**src/rtl/serial_addsub_fsm.sv**
```systemverilog
// Bit-serial adder/subtractor with a start/clear FSM.
// Operands stream in LSB-first, one bit per clock, for WIDTH bits. The block
// emits a registered serial sum bit each cycle and presents the parallel sum,
// final carry/borrow and two's-complement overflow in a one-cycle DONE state.
// Subtraction is A + ~B + ~CIN, so in sub mode COUT=1 means "no borrow".
// Optional feature macro: SERIAL_STALL_EN adds a bit_en input that lets the
// source hold off a bit while in RUN (carry, count and sum freeze).
module serial_addsub_fsm #(
  parameter int WIDTH = 8,
  parameter int CNT_W = 4
) (
  input  logic             CLK,
  input  logic             RST,
  input  logic             start,
  input  logic             clr,
  input  logic             sub,
  input  logic             CIN,
  input  logic             A,
  input  logic             B,
`ifdef SERIAL_STALL_EN
  input  logic             bit_en,
`endif
  output logic             S,
  output logic             S_valid,
  output logic             COUT,
  output logic [WIDTH-1:0] sum,
  output logic             ovf,
  output logic             busy,
  output logic             done
);

  typedef enum logic [1:0] {
    IDLE = 2'd0,
    RUN  = 2'd1,
    DONE = 2'd2
  } state_t;

  state_t             state_q;
  state_t             state_d;
  logic               mode;
  logic               carry;
  logic [CNT_W-1:0]   cnt;

  logic               step_en;
  logic               consume;
  logic               last_bit;
  logic               start_ok;
  logic               b_eff;
  logic               s_bit;
  logic               c_next;

  // One full-adder bit: sum output.
  function automatic logic fa_sum(input logic a, input logic b, input logic c);
    return a ^ b ^ c;
  endfunction

  // One full-adder bit: carry output (majority of the three inputs).
  function automatic logic fa_carry(input logic a, input logic b, input logic c);
    return (a & b) | (a & c) | (b & c);
  endfunction

`ifdef SERIAL_STALL_EN
  assign step_en = bit_en;
`else
  assign step_en = 1'b1;
`endif

  // A bit is consumed only on RUN edges the source has not stalled.
  assign consume  = (state_q == RUN) && step_en;
  assign last_bit = (cnt == CNT_W'(WIDTH - 1));
  assign start_ok = start && ((state_q == IDLE) || (state_q == DONE));

  // B is inverted in sub mode; the carry was pre-loaded with ~CIN for sub.
  assign b_eff  = B ^ mode;
  assign s_bit  = fa_sum(A, b_eff, carry);
  assign c_next = fa_carry(A, b_eff, carry);

  assign busy = (state_q == RUN);
  assign done = (state_q == DONE);

  // Next-state logic; clr is handled in the register process with top priority.
  always_comb begin
    state_d = state_q;
    case (state_q)
      IDLE:    if (start) state_d = RUN;
      RUN:     if (consume && last_bit) state_d = DONE;
      DONE:    state_d = start ? RUN : IDLE;
      default: state_d = IDLE;
    endcase
  end

  // State register plus serial datapath; RST and clr both return everything to zero.
  always_ff @(posedge CLK or posedge RST) begin
    if (RST) begin
      state_q <= IDLE;
      mode    <= 1'b0;
      carry   <= 1'b0;
      cnt     <= '0;
      S       <= 1'b0;
      S_valid <= 1'b0;
      COUT    <= 1'b0;
      sum     <= '0;
      ovf     <= 1'b0;
    end else if (clr) begin
      state_q <= IDLE;
      mode    <= 1'b0;
      carry   <= 1'b0;
      cnt     <= '0;
      S       <= 1'b0;
      S_valid <= 1'b0;
      COUT    <= 1'b0;
      sum     <= '0;
      ovf     <= 1'b0;
    end else begin
      state_q <= state_d;
      S_valid <= consume;
      if (start_ok) begin
        mode  <= sub;
        carry <= CIN ^ sub;
        cnt   <= '0;
      end else if (consume) begin
        S     <= s_bit;
        carry <= c_next;
        cnt   <= cnt + CNT_W'(1);
        for (int i = 0; i < WIDTH; i++) begin
          if (cnt == CNT_W'(i)) sum[i] <= s_bit;
        end
        // On the MSB, carry holds the carry into the MSB and c_next the carry out.
        if (last_bit) begin
          COUT <= c_next;
          ovf  <= carry ^ c_next;
        end
      end
    end
  end

endmodule

```
**config.mk**
```make
export PLATFORM = sky130hd
export DESIGN_NAME = serial_addsub_fsm
export DESIGN_NICKNAME = d
export VERILOG_FILES = /design/src/rtl/serial_addsub_fsm.sv
export SDC_FILE = /design/constraint.sdc
export NUM_CORES = 1
export LEC_CHECK = 0
export ABC_AREA = 0
export ABC_CLOCK_PERIOD_IN_PS = 1900
export BUFFER_PORTS_ARGS = -buffer_cell sky130_fd_sc_hd__buf_2
export CAP_MARGIN = 20
export CORE_ASPECT_RATIO = 1.4
export CORE_UTILIZATION = 56
export CTS_BUF_LIST = sky130_fd_sc_hd__clkbuf_8
export DETAILED_ROUTE_END_ITERATION = 16
export PLACE_DENSITY = 0.81
export SLEW_MARGIN = 10
export SYNTH_ARGS = -nofsm -noshare
export SYNTH_HDL_FRONTEND = slang
export SYNTH_SLANG_ARGS = --single-unit
```
**constraint.sdc**
```tcl
create_clock -name CLK -period 1.9 [get_ports CLK]
set_input_delay 0.19 -clock CLK [delete_from_list [all_inputs] [get_ports CLK]]
set_output_delay 0.19 -clock CLK [all_outputs]
set_load 0.03 [all_outputs]
```
==> results_dict.tcl, run 1 <==
set metrics [dict create \
    yosysWarnings 0 \
    avgSynthCellArea_sq_um 10.7 \
    critical_path_arrival_ns 1.91 \
    preCtsSetupSlack_ns 0.195 \
    coreArea_sq_um 1800 \
    rsz0062_at_grt "no" \
    totalWireLength_um 2070 \
    post-cts-setup-buffers 0 \
    grt_max_degree 24 \
    cts_made_buffers 3 \
    tns_ns 0 \
    pin_count 22 \
    layout-drive-gt1-share_pct 27.0 \
    vias 828 \
    fin_worst_skew_ns 0.00137 \
    max_freq_ghz 0.579 \
    relSlewSlack_pct 50.4 \
    cts_buffer_depth 2 \
    die_width_um 39.5 \
    routedWlPerCell_um 14.6 \
    post-route-period-util_pct 90.9 \
    htree_num_levels 1 \
    drc 0 \
    vdd_ir_drop_max_mv 0.548 \
    power_w 0.000879 \
    setup_slack_ns 0.174 \
    fill_cells 148 \
    final_nets 137 \
    synth_seq_cells 20 \
    antenna_left 0 \
    core.rowCount 18 \
    cts_tree "built" \
    cts-root-buf "clkbuf_8" \
    postCtsResizedCells 0 \
    gp_congestion 0.805 \
    status "finished clean" \
    dr.pass1.iters 2 \
    grtUsageTotal_pct 23.4 \
    seq_area_frac_synth_pct 45.5 \
    finalCriticalPeriod_ns 1.73 \
    power_density_nw_per_um2 707 \
    ys_top_cells_by_area "dfrtp_1, ha_1, mux2i_1" \
    hold_class "in -> async" \
    synth_area_sq_um 1100 \
    path_class "reg -> reg" \
    grt_pass1_vias 761 \
    setup_viol 0 \
    grt_pass1_wl_um 3350 \
    synthCells 103 \
    io_buffers 21 \
    layout_commonest_cell "buf_2" \
    synth_top_area_share_pct 45.5 \
    final_util_pct 69.0 \
    ctsHoldBuffers 0 \
    synth_top_area_cell "dfrtp_1" \
    critPathLaunchType "flop" \
    tightest_slew_ns 0.743 \
    grt-ovfl-total 0 \
    ys_types 32 \
    dieArea_sq_um 2150 \
    initial_core_util_pct 61.1 \
    cap_violations 0 \
    end_kind "flop" \
    slew_violations 0 \
    crit_path_max_fanout 7 \
    die_h_um 54.5 \
    cp.required_ns 2.08 \
    post_drt_via_cell_ratio 5.83 \
    area_growth_syn_to_layout_pct 12.8 \
    antenna_cells 0 \
    synth_nets 116 \
    clk_latency_ns 0.26 \
    clkTransAtPathRegs_ns 0.07 \
    hold-worst-slack_ns 0.0466 \
    mostFrequentLayoutCells "buf_2, dfrtp_1, nor2_1, inv_1, a21oi_1" \
    hpwl_um 1460 \
    cts.sinks 20 \
    antenna_found_initial 0 \
    hold_viol_final 0 \
    drtIter0Drc 7 \
    p_leak_nw 0.601 \
]
[path summary, 6_finish.rpt]
kind / from / to / slack (ns) / cells after the start
max: mode$_DFFE_PP0P_ / sum[7]$_DFFE_PP0P_ / 0.17 / 4
min: RST / sum[7]$_DFFE_PP0P_ / 0.05 / 2
max reg2reg: mode$_DFFE_PP0P_ / sum[7]$_DFFE_PP0P_ / 0.17 / 4
min reg2reg: S$_DFFE_PP0P_ / S$_DFFE_PP0P_ / 0.53 / 2
max in group asynchronous: RST / cnt[2]$_DFFE_PP0P_ / 1.39 / 2
min in group CLK: sub / mode$_DFFE_PP0P_ / 0.22 / 3
[where the power goes]
group,internal [W],total (W),leakage (nW),switching (W)
Sequential,0.000439,0.000454,0.275,0.0000150
Clock,0.000141,0.000280,0.0216,0.000139
Combinational,0.0000553,0.000145,0.305,0.0000897
Total,0.000636,0.000879,0.601,0.000243
[through the flow]
stage / cells / cell area, sq um
after floorplan: 103 / 1100
after global placement: 139 / 1200
after detailed placement: 139 / 1200
after CTS: 142 / 1240
after global routing: 142 / 1240
final: 142 / 1240
[registers in the layout, indices dropped and copies added, names as in the netlist]
name,count
state_q,2
S,1
cnt,4
S_valid,1
sum,8
ovf,1
COUT,1
carry,1
mode,1
[per-layer routing]
metal / track usage [%] / vias to the layer above / share of wire (%)
met5: 0 / - / 0
met4: 15.5 / 0 / 2.6
met3: 2.44 / 5 / 2.7
met2: 36.6 / 17 / 49
met1: 29.9 / 404 / 45
li1: - / 402 / -
[final cells by class]
| class | count | area [sq um] | area share [%] |
|---|---|---|---|
| inverters | 6 | 22.5 | 1.81 |
| flip-flops and latches | 20 | 500 | 40.3 |
| clock buffers | 3 | 41.3 | 3.32 |
| multi-input cells | 72 | 548 | 44.1 |
| repair buffers | 21 | 105 | 8.46 |
| well taps | 20 | 25.0 | 2.01 |
[kinds of logic (layout without fill, tap and decap cells)]
logic type	after synthesis	in the layout	share of synthesized area (%)
and+or+nand+nor	39	39	23.3
adders and majority gates	5	5	6.36
DFF	20	20	45.5
AOI/OAI and AO/OA	16	16	9.32
buffers and inverters	11	30	4.77
xor gates and xnor gates	4	4	3.18
muxes	8	8	7.61
[synthesized netlist by cell type]
master,n
a21oi_1,6
a22oi_1,2
a311oi_1,2
a31oi_1,4
and4_1,3
buf_1,1
buf_4,1
buf_6,1
clkbuf_1,2
dfrtp_1,20
fa_1,1
ha_1,4
inv_1,6
mux2_2,3
mux2i_1,5
nand2_1,4
nand2b_1,3
nand2b_4,2
nand3_1,1
nand3b_1,1
nand4_1,2
nor2_1,9
nor2b_1,3
nor3_1,5
nor3b_1,2
nor3b_2,1
nor4b_4,1
o21a_1,1
o31ai_1,1
or2_2,1
or3b_2,1
xnor2_1,4
[worst max-delay path, stage by stage, from the launching register on]
cell	delay, ns
dfrtp_1	0.39
xnor2_1	0.21
fa_1	0.54
or2_2	0.35
mux2i_1	0.15
No activity file was read; power rests on OpenSTA's default activity.
==> run 2, diff against run 1 <==
Settings changed: ABC_CLOCK_PERIOD_IN_PS 1900 to 1750.
Clock period 1.9 ns to 1.75 ns, I/O delays scaled along.
==> run 2 against run 1 <==
Maximum frequency is 4.7% higher; via count is 1.3% higher; final area is 3.1% higher; cell count is 2.1% higher; largest cell class unchanged; largest power group unchanged; highest routed layer unchanged.
==> results_dict.tcl, run 2 (same netlist as run 1, synthesis figures left out) <==
set metrics [dict create \
    routedWlPerCell_um 14.8 \
    hold_class "in -> async" \
    cts_buffer_depth 2 \
    power_w 0.00101 \
    critPathLaunchType "flop" \
    cts_tree "built" \
    critical_path_arrival_ns 1.83 \
    layout_commonest_cell "buf_2" \
    grt-ovfl-total 0 \
    pwr-share-seq_pct 49.0 \
    cap_violations 0 \
    hold_viol_final 0 \
    core.rowCount 18 \
    grt_pass1_wl_um 3390 \
    dpl_cell_area_sq_um 1220 \
    vdd_ir_drop_max_mv 0.523 \
    cts-root-buf "clkbuf_8" \
    post-route-period-util_pct 94.2 \
    clkTransAtPathRegs_ns 0.07 \
    antenna_left 0 \
    p_int_w 0.000740 \
    status "finished clean" \
    hpwl_um 1490 \
    vias 839 \
    power.switching_w 0.000266 \
    drtIter0Drc 13 \
    end_kind "flop" \
    layout-drive-gt1-share_pct 30.4 \
    power_frac_comb_pct 16.0 \
    r2r_cells 4 \
    coreArea_sq_um 1800 \
    switching_share_pct 26.4 \
    tightest_slew_ns 0.749 \
    fin_worst_skew_ns 0.00324 \
    crit_path_max_fanout 7 \
    tns_ns 0 \
    rsz0062_at_grt "no" \
    pwr-share-clk_pct 35.0 \
    dp.cells 141 \
    cts.sinks 20 \
    power_density_nw_per_um2 785 \
    cp.required_ns 1.93 \
    hold-worst-slack_ns 0.0338 \
    drc 0 \
    clk_latency_ns 0.26 \
    design_area_sq_um 1280 \
    pin_count 22 \
    final_nets 139 \
    post_drt_via_cell_ratio 5.79 \
    dieArea_sq_um 2150 \
    gp_congestion 0.801 \
    htree_num_levels 1 \
    reg2reg_to "sum[7]$_DFFE_PP0P_" \
    dr.pass1.iters 3 \
    instances_no_fill 145 \
    p_leak_nw 0.623 \
    antenna_cells 0 \
    reg_top3 "sum x8, cnt x4, state_q x2" \
    initial_core_util_pct 61.1 \
    crit_start "mode$_DFFE_PP0P_" \
    grt_pass1_vias 762 \
    die_width_um 39.5 \
    path_class "reg -> reg" \
    top_register "sum" \
    r2r-start "mode$_DFFE_PP0P_" \
    max_freq_ghz 0.606 \
    slew_violations 0 \
    reg2reg_slack_ns 0.10 \
    setup_viol 0 \
    grt_max_degree 24 \
    largest_reg_flops 8 \
    die_h_um 54.5 \
    finalCriticalPeriod_ns 1.65 \
    grtUsageTotal_pct 23.3 \
    totalWireLength_um 2150 \
    relSlewSlack_pct 50.0 \
    area_growth_syn_to_layout_pct 16.4 \
    mostFrequentLayoutCells "buf_2, dfrtp_1, nor2_1, inv_1, a21oi_1" \
    antenna_found_initial 0 \
    io_buffers 21 \
    cts_made_buffers 3 \
]
## run 2: cell count changes in the layout (fill, tap and decap cells not counted), sizes merged
cell and change:
buf +2, clkbuf +1
## run 2: how the worst max path moves through the flow
| stage | end | cells past startpoint |
|---|---|---|
| after floorplan | sum[7]$_DFFE_PP0P_ | 4 |
| after global placement | sum[7]$_DFFE_PP0P_ | 4 |
| after detailed placement | sum[7]$_DFFE_PP0P_ | 4 |
| after CTS | sum[7]$_DFFE_PP0P_ | 4 |
| after global routing | sum[7]$_DFFE_PP0P_ | 4 |
| final | sum[7]$_DFFE_PP0P_ | 4 |
## run 2: metal layers
metal	track usage, %	up-vias	part of all wire [%]	wire length, um
met4	12.1	0	1.6	34
met3	2.44	4	3.0	65
met2	38.8	18	52	1110
met1	29.1	411	44	938
met5	0	-	0	0
li1	-	406	-	-
## run 2: cell type report
| cell class | count | area [sq um] |
|---|---|---|
| Tap cell | 20 | 25.0 |
| Inverter | 6 | 22.5 |
| Fill cell | 140 | 520 |
| Timing Repair Buffer | 23 | 120 |
| Multi-Input combinational cell | 72 | 558 |
| Clock buffer | 4 | 55.1 |
| Sequential cell | 20 | 500 |
## run 2: power groups by stage
stage                     combinational, W  clock (W)  sequential (W)
after floorplan                   0.000109          0        0.000508
after global placement            0.000152          0        0.000500
after detailed placement          0.000157          0        0.000501
after CTS                         0.000158   0.000356        0.000492
after global routing              0.000179   0.000372        0.000495
final                             0.000161   0.000353        0.000493
## run 2: worst max-delay path: stages (launching register included)
cell     delay, ns
dfrtp_1       0.41
xnor2_2       0.16
fa_2          0.52
or2_2         0.32
mux2i_1       0.16
## run 2: what timing repair did
item                                    CTS  global route
hold buffers                              0             0
setup buffers                             0             0
gates resized for setup                   0             2
endpoints found under the setup margin    0             3
## run 2: metrics by stage
step	setup WS [ns]	util [%]
final	0.101	71.1
after global routing	0.0238	71.1
after CTS	0.0500	70.6
after detailed placement	0.105	67.5
after global placement	0.153	67.5
after floorplan	0.211	-
